File: src/rtl/fixed_to_float_pipe_pkg.sv
// Shared constants, the IEEE-754 single-precision field layout and sizing helpers
// for the fixed-point to float pipeline.
package fixed_float_pkg;

  localparam int FLOAT_W  = 32;
  localparam int EXP_W    = 8;
  localparam int MANT_W   = 23;
  localparam int EXP_BIAS = 127;

  typedef struct packed {
    logic              sign;
    logic [EXP_W-1:0]  exp;
    logic [MANT_W-1:0] mant;
  } float_t;

  // Width of a bit-position index into a WIDTH-bit word (never narrower than 1 bit).
  function automatic int pos_width(input int width);
    return (width > 1) ? $clog2(width) : 1;
  endfunction

endpackage

File: src/rtl/fixed_to_float_pipe_if.sv
// Valid/ready stream interface carrying fixed-point samples in and packed floats out.
interface fixed_to_float_pipe_if #(
  parameter int WIDTH = 23
);

  logic                                in_valid;
  logic                                in_ready;
  logic [WIDTH-1:0]                    in_fixed;
  logic                                out_valid;
  logic                                out_ready;
  logic [fixed_float_pkg::FLOAT_W-1:0] out_float;

  modport master (
    output in_valid, in_fixed, out_ready,
    input  in_ready, out_valid, out_float
  );

  modport slave (
    input  in_valid, in_fixed, out_ready,
    output in_ready, out_valid, out_float
  );

endinterface

File: src/rtl/fixed_to_float_pipe_lod.sv
// Combinational leading-one detector: bit position of the highest set bit of mag,
// plus a flag for an all-zero word.
module leading_one_detect
  import fixed_float_pkg::*;
#(
  parameter int WIDTH = 23
) (
  input  logic [WIDTH-1:0]            mag,
  output logic [pos_width(WIDTH)-1:0] pos,
  output logic                        zero
);

  localparam int POS_W = pos_width(WIDTH);

  // NOTE: pos gets a default before the loop so every path assigns it and no latch is inferred.
  always_comb begin
    pos = '0;
    for (int i = 0; i < WIDTH; i++) begin
      if (mag[i]) pos = POS_W'(i);
    end
  end

  assign zero = ~|mag;

endmodule

File: src/rtl/fixed_to_float_pipe.sv
// Three-stage signed fixed-point to IEEE-754 single converter with a valid/ready
// handshake and a global clock-enable stall; the whole pipeline advances in lockstep.
module fixed_to_float_pipe
  import fixed_float_pkg::*;
#(
  parameter int FRACS = 21,
  parameter int INTS  = 1,
  parameter int WIDTH = INTS + FRACS + 1
) (
  input logic                clk,
  input logic                reset,
  input logic                clk_en,
  fixed_to_float_pipe_if.slave bus
);

  localparam int                POS_W   = pos_width(WIDTH);
  localparam logic [POS_W-1:0]  MSB_POS = POS_W'(WIDTH - 1);
  localparam logic [EXP_W-1:0]  EXP_OFF = EXP_W'(EXP_BIAS - FRACS);

  logic adv;

  // Stage 1: sign / magnitude
  logic             v1;
  logic             s1_sign;
  logic [WIDTH-1:0] s1_mag;
  logic             in_sign;
  logic [WIDTH-1:0] in_mag;

  // Stage 2: leading-one position
  logic             v2;
  logic             s2_sign;
  logic [WIDTH-1:0] s2_mag;
  logic [POS_W-1:0] s2_pos;
  logic             s2_zero;
  logic [POS_W-1:0] lod_pos;
  logic             lod_zero;

  // Stage 3: packed result
  logic             v3;
  float_t           out_q;
  float_t           packed_res;
  logic [POS_W-1:0] shamt;

  // No bubble collapse: every stage moves only when the output slot is free or being drained.
  assign adv           = clk_en && (!v3 || bus.out_ready);
  assign bus.in_ready  = adv;
  assign bus.out_valid = v3;
  assign bus.out_float = out_q;

  // Two's-complement negate; the most negative input maps onto 2^(WIDTH-1), which still fits unsigned.
  assign in_sign = bus.in_fixed[WIDTH-1];
  assign in_mag  = in_sign ? (~bus.in_fixed + WIDTH'(1)) : bus.in_fixed;

  leading_one_detect #(
    .WIDTH (WIDTH)
  ) u_lod (
    .mag  (s1_mag),
    .pos  (lod_pos),
    .zero (lod_zero)
  );

  // Shifting {mag, 0s} left puts the leading one at the top; the next MANT_W bits are the
  // mantissa and anything lower is truncated (round toward zero).
  assign shamt = MSB_POS - s2_pos;

  always_comb begin
    packed_res = '0;
    if (!s2_zero) begin
      packed_res.sign = s2_sign;
      packed_res.exp  = EXP_OFF + EXP_W'(s2_pos);
      packed_res.mant = MANT_W'(({s2_mag, {MANT_W{1'b0}}} << shamt) >> (WIDTH - 1));
    end
  end

  // NOTE: sequential state uses non-blocking assignments so all stages sample the old values on the same edge.
  always_ff @(posedge clk or negedge reset) begin
    if (!reset) begin
      v1      <= 1'b0;
      s1_sign <= 1'b0;
      s1_mag  <= '0;
      v2      <= 1'b0;
      s2_sign <= 1'b0;
      s2_mag  <= '0;
      s2_pos  <= '0;
      s2_zero <= 1'b0;
      v3      <= 1'b0;
      out_q   <= '0;
    end else if (adv) begin
      v1      <= bus.in_valid;
      s1_sign <= in_sign;
      s1_mag  <= in_mag;
      v2      <= v1;
      s2_sign <= s1_sign;
      s2_mag  <= s1_mag;
      s2_pos  <= lod_pos;
      s2_zero <= lod_zero;
      v3      <= v2;
      out_q   <= packed_res;
    end
  end

endmodule

File: src/flat_wrapper.sv
// flat-port wrapper written by rule: the top's interface ports become plain ports
module fixed_to_float_pipe_flat import fixed_float_pkg::*;
#(
  parameter int FRACS = 21,
  parameter int INTS  = 1,
  parameter int WIDTH = INTS + FRACS + 1
)
  (clk, reset, clk_en, bus_in_valid, bus_in_fixed, bus_out_ready, bus_in_ready, bus_out_valid, bus_out_float);
  fixed_to_float_pipe_if #(.WIDTH(WIDTH)) bus_i ();
  input logic clk;
  input logic reset;
  input logic clk_en;
  input wire logic [$bits(bus_i.in_valid)-1:0] bus_in_valid;
  input wire logic [$bits(bus_i.in_fixed)-1:0] bus_in_fixed;
  input wire logic [$bits(bus_i.out_ready)-1:0] bus_out_ready;
  output wire logic [$bits(bus_i.in_ready)-1:0] bus_in_ready;
  output wire logic [$bits(bus_i.out_valid)-1:0] bus_out_valid;
  output wire logic [$bits(bus_i.out_float)-1:0] bus_out_float;
  assign bus_i.in_valid = bus_in_valid;
  assign bus_i.in_fixed = bus_in_fixed;
  assign bus_i.out_ready = bus_out_ready;
  assign bus_in_ready = bus_i.in_ready;
  assign bus_out_valid = bus_i.out_valid;
  assign bus_out_float = bus_i.out_float;
  fixed_to_float_pipe #(.FRACS(FRACS), .INTS(INTS), .WIDTH(WIDTH)) u_core (.clk(clk), .reset(reset), .clk_en(clk_en), .bus(bus_i));
endmodule
File: config.mk
export PLATFORM = sky130hd
export DESIGN_NAME = fixed_to_float_pipe_flat
export DESIGN_NICKNAME = d
export VERILOG_FILES = /design/src/rtl/fixed_to_float_pipe_pkg.sv /design/src/rtl/fixed_to_float_pipe_if.sv /design/src/rtl/fixed_to_float_pipe_lod.sv /design/src/rtl/fixed_to_float_pipe.sv /design/src/flat_wrapper.sv
export SDC_FILE = /design/constraint.sdc
export NUM_CORES = 1
export LEC_CHECK = 0
export BUFFER_PORTS_ARGS = -buffer_cell sky130_fd_sc_hd__clkbuf_2
export CAP_MARGIN = 10
export CORE_ASPECT_RATIO = 1.5
export CORE_MARGIN = 4
export CORE_UTILIZATION = 55
export DETAILED_ROUTE_END_ITERATION = 8
export PLACE_DENSITY = 0.84
export SETUP_SLACK_MARGIN = 0.4
export SYNTH_ARGS = -nofsm -noshare
export SYNTH_HDL_FRONTEND = slang
export SYNTH_SLANG_ARGS = --single-unit
File: constraint.sdc
create_clock -name clk -period 3.9 [get_ports clk]
set_input_delay 0 -clock clk [delete_from_list [all_inputs] [get_ports clk]]
set_output_delay 0 -clock clk [all_outputs]
set_load 0.02 [all_outputs]
==> Word-level counts from Yosys, hierarchy flattened <==
Index checks and enable logic that the tools add are counted.
{ "word_totals": {"word_cells": 46, "output_inout_bits": 34, "ff_bits": 89, "inputBits": 28} }
{ "classes": {"mux": 24, "shift": 1, "bitwise_logic": 1, "n_reduce_logical": 5, "addsub": 3} }
{ "ops": {"columns": ["op", "count"], "rows": [
  ["$mux W5", 21],
  ["$shl A46 B5 Y45", 1],
  ["$mux W32", 1],
  ["$add A23 B1 Y23 const B", 1],
  ["$mux W23", 1],
  ["$not A23 Y23", 1],
  ["$reduce_or A23 Y1", 1],
  ["$add A7 B5 Y8 const A", 1],
  ["$sub A5 B5 Y5 const A", 1],
  ["$logic_not A1 Y1", 2],
  ["$logic_and A1 B1 Y1", 1],
  ["$logic_or A1 B1 Y1", 1],
  ["$mux W1", 1]
]} }

==> Logic depth before layout (Yosys ltp) <==
{ "logic_depth": {"ltp_word": 22, "depth_mapped": 9, "ltp_nobuf": 7} }

==> Cells and area by module <==
From an unflattened synthesis, not the netlist that was laid out.
{ "hier_totals": {"hier_cells": 543, "area_unflattened_um2": 4882.2} }
{ "by_module_without_submodules": {"columns": ["mod", "area_per_inst_um2", "n_inst", "cells_each", "seq_area_each_um2"], "rows": [
  ["fixed_to_float_pipe", 4636.9, 1, 501, 2177.1],
  ["leading_one_detect", 245.2, 1, 42, 0.0]
]} }

==> Worst setup path after synthesis <==
No wires, ideal clock.
{ "synth_timing": {"path_kind": "register to register", "from": "register u_core.s2_pos[0]", "to": "register u_core.out_q (netlist bit u_core.bus.out_float[22])", "t_required_ns": 3.770, "n_path_buf": 2, "setup_time_ns": 0.130, "arrival_ns": 2.209, "slack_ns": 1.561, "stages_incl_launch_ff": 9, "synth_period_minus_slack_ns": 2.339, "cell_sequence": "dfrtp_1 -> ha_1 -> buf_2 -> buf_1 -> mux2_2 -> o21ai_0 -> o21ai_0 -> a32oi_1 -> o21ai_0"} }
{ "synth_via": {"elab_chain_len": 3} }
{ "synth_rtl": {"columns": ["element", "line", "rtl"], "rows": [
  ["start, declared", "fixed_to_float_pipe.sv:33", "logic [POS_W-1:0] s2_pos;"],
  ["start signal, assigned", "fixed_to_float_pipe.sv:95", "s2_pos <= lod_pos;"],
  ["$sub A5 B5 Y5", "fixed_to_float_pipe.sv:64", "assign shamt = MSB_POS - s2_pos;"],
  ["$shl A46 B5 Y45", "fixed_to_float_pipe.sv:71", "packed_res.mant = MANT_W'(({s2_mag, {MANT_W{1'b0}}} << shamt) >> (WIDTH - 1));"],
  ["$mux W32", "fixed_to_float_pipe.sv:68", "if (!s2_zero) begin"],
  ["end signal, assigned", "fixed_to_float_pipe.sv:98", "out_q <= packed_res;"],
  ["end, declared", "fixed_to_float_pipe.sv:40", "float_t out_q;"]
]} }
No other way between the ends.
A chain may end at the register's enable or synchronous reset.

==> Final worst setup path <==
{ "layout_timing": {"from": "register u_core.s2_pos[1]", "to": "register u_core.out_q (netlist bit u_core.bus.out_float[15])"} }
Same word-level chain as after synthesis.

==> results.md <==
* Skew final at 0.00378 ns
* Top-area cell type share of the netlist area at 44.9%
* CTS tree: yes
* Multi-input gate area at 2490 um^2
* Clock power frac at 18.6%
* Global-route wire length before repair at 19000 um
* WL met3 at ~460 um
* Number of I/O port buffers at 60
* Antenna diodes at 0
* Post-DRT Antenna Nets at 0
* H-tree levels at 3
* CP Cell Sequence: ha_1 > mux2i_1 > o21ai_0 > mux2i_1 > nor2_1 > a21oi_1 > o21ai_0
* P&R area growth vs syn at 15.4%
* Placed Cells at ~680
* Ys async rst share at 100%
* Total Wirelength at 11000 um
* Clk buf depth at 2
* Combinational group share of total power at a little under half
* Gr ovfl total at 0
* Top Layer Used: met4
* MaxCap Viol Count at 0
* Worst-Skew Late Latency at 0.33 ns
* Clock Tree Root: clkbuf_16
* Minimum clock period at 2.73 ns
* Largest area contributor in the netlist: dfrtp_1
* Max-slew headroom at 26.7%
* Synth Area per Inst at 8.98 um^2
* Seq pwr share at 34.1%
* Area contributors post-synth: dfrtp_1 45%, nand2_1 11%, mux2i_1 6.0%
* Drc violations at 0
* Max incr delay on CP at 0.92 ns
* Vert. Die Dim at roughly 120 um
* Power Dens Cells at about 740 nW/um^2
* F_max at 366 MHz
* Final #Nets at 631
* Critical Path Start Type: flop
* Crit path required time at 4.15 ns
* Commonest cells in the netlist: 148 x nand2_1, 87 x dfrtp_1, 56 x o21ai_0
* Starting Density at 57.0%
* Worst setup EP type: flop
* Vias in the first global route at just over 4000
* Cells after Synth at 540
* Bufs and invs on worst path at 0
* Post-CTS Setup Inserts at 0
* Detailed Route Iter0 Violations at 273
* Delay-heaviest family, CP: adder cells
* Int Power at 2.38 mW
* Switching share of power at between 40% and 50%
* Share of cells above drive strength 1 at between 10% and 20%
* CTS Buf Count at 9
* Rows at between 40 and 50
* Hold WC Path Type: input port to flop
* Final TNS setup at 0 ns
* Final setup vio count at 0
* Syn_nets at 571
* Largest net degree at the start of global routing at 88
* Reg clk slew, reported paths at 0.06 ns
* Final period utilization at between 70% and 80%
* Sink Count at just under 90
* Mapped Area at roughly 4900 um^2
* Core ar. at 8520 um^2
* Max-slew violations at 0
* Arr. time, crit path at 2.98 ns
* Yosys Warn Count at 0
* Initial DRT Pass Iterations at 5
* Register area at 2180 um^2
* Fin cells at 712
* Fill cell count at 711
* Number of synthesized flops with an enable pin at 0
* Highest-delay cell along the critical path: ha_1
* Routed len/inst at roughly 15 um
* Switch Pwr at 1.74 mW
* Die area at between 10000 and 15000 um^2
* Placer congestion estimate at roughly 0.94
* GRT Total Usage at 22.9%
* Static Leak at 2.65 nW
* Sequential cell area fraction in the yosys report at 44.9%
* RSZ-0062 raised after global routing: no
* Num ports at 62
* Count leader, synth: nand2_1
* Wire length on met1 at ~4200 um
* Peak fanout along the critical path at 24
* Drt via density at 5.75
* Vias at 4092
* Kind of critical path: flop to flop
* Max IR drop VDD at 0.000360 V
* DP HPWL at roughly 8100 um
* Status: complete, no violations
* Count of cell types in the netlist at 50
* Seq cells post-synth at 87
* Final hold vios at 0
* Initial antenna violation count at 0
* Worst-Margin Slew at 1.09 ns
* DR WL met2 at 5710 um
* Primary FF master, synth: dfrtp_1
* Die width at ~85 um
## placed cells by master (no fill, tap or decap), types with 3 or more instances in the layout
cell / netlist / routed
nand2_1: 148 / 148
dfrtp_1: 87 / 87
clkbuf_2: 0 / 59
o21ai_0: 56 / 56
mux2i_1: 29 / 29
xor2_1: 22 / 22
nor2_1: 18 / 18
a21oi_1: 16 / 16
o31ai_1: 14 / 14
dlygate4sd3_1: 0 / 13
nor3_1: 9 / 9
clkbuf_16: 0 / 9
buf_4: 2 / 9
inv_1: 8 / 8
nor4_1: 8 / 8
mux4_2: 7 / 7
a31oi_1: 7 / 7
nand2b_1: 7 / 7
o21ai_1: 7 / 6
xnor2_1: 6 / 6
nor2b_1: 5 / 5
a22oi_1: 5 / 5
or3_1: 4 / 4
nand3_1: 4 / 4
a211oi_1: 4 / 4
o41ai_1: 3 / 3
mux2_2: 3 / 3
a32o_1: 3 / 3
ha_1: 3 / 3
## stage by stage
step | instance area (um^2) | power (mW) | util [%] | setup slack, ns | hold slack, ns
finish | 5600 | 4.12 | 65.7 | 1.17 | 0.00917
global route | 5600 | 4.43 | 65.7 | 0.923 | 0.0210
CTS | 5600 | 4.14 | 65.7 | 1.15 | 0.00492
detailed placement | 5200 | 3.36 | 61.1 | 1.16 | 0.206
global placement | 5200 | 3.30 | 61.1 | 1.28 | 0.193
floorplan | 4850 | 2.80 | - | 1.56 | -0.296
## worst reg2reg max path, cell delays in order, from the launching register on
cell and delay (ns):
dfrtp_1 0.43, ha_1 0.92, mux2i_1 0.19, o21ai_0 0.54, mux2i_1 0.24, nor2_1 0.14
a21oi_1 0.05, o21ai_0 0.15
## sequential cells by signal (all words and copies together) (netlist names)
| signal | count |
|---|---|
| u_core.bus.out_float | 31 |
| u_core.s1_mag | 23 |
| u_core.s2_mag | 22 |
| u_core.s2_pos | 5 |
| u_core.bus.out_valid | 1 |
| u_core.s1_sign | 1 |
| u_core.s2_sign | 1 |
| u_core.s2_zero | 1 |
| u_core.v1 | 1 |
| u_core.v2 | 1 |
## cells by family after synthesis
family	synth area share, %
other	0.0773
xor gates and xnor gates	5.06
AOI/OAI and AO/OA	16.1
and+or+nand+nor	19.2
adders and majority gates	0.774
muxes	9.93
DFF	44.9
buffers and inverters	3.97
## timing repair
| item | 4_1_cts | 5_1_grt |
|---|---|---|
| resized for setup | 0 | 0 |
| endpoints found under the hold margin | 100 | 0 |
| hold buffers | 13 | 0 |
## layout make-up
| cell class | count | share of cell area, % |
|---|---|---|
| inverter | 9 | 0.603 |
| sequential | 87 | 38.9 |
| clock inverter | 5 | 0.626 |
| timing repair buffer | 81 | 8.81 |
| clock buffer | 11 | 4.16 |
| tap | 107 | 2.39 |
| multi-input combinational | 412 | 44.5 |
## final timing paths
kind                                  start                  endpoint  slack [ns]  cells past startpoint
max                        u_core.s2_pos[1]  u_core.bus.out_float[15]        1.17                      7
min reg2reg                  u_core.s1_sign            u_core.s2_sign        0.46                      2
min in group asynchronous             reset      u_core.bus.out_valid        0.39                      2
min                         bus_in_fixed[1]          u_core.s1_mag[1]       0.009                      3
max reg2reg                u_core.s2_pos[1]  u_core.bus.out_float[15]        1.17                      7
max in group asynchronous             reset         u_core.s2_mag[17]        2.85                      2
## power by group through the flow
| stage | sequential, mW | combinational (mW) | clock, mW |
|---|---|---|---|
| floorplan | 1.52 | 1.28 | 0 |
| global placement | 1.40 | 1.90 | 0 |
| detailed placement | 1.42 | 1.94 | 0 |
| CTS | 1.40 | 1.96 | 0.784 |
| global route | 1.45 | 2.17 | 0.813 |
| finish | 1.40 | 1.95 | 0.766 |
## metal layers
metal  GRT usage (%)  vias up
li1                -     2013
met1            25.8     1920
met2            40.6      129
met3            2.93       30
met4            14.5        0
met5               0        -
Note: power is estimated with default switching activity, not from simulation.
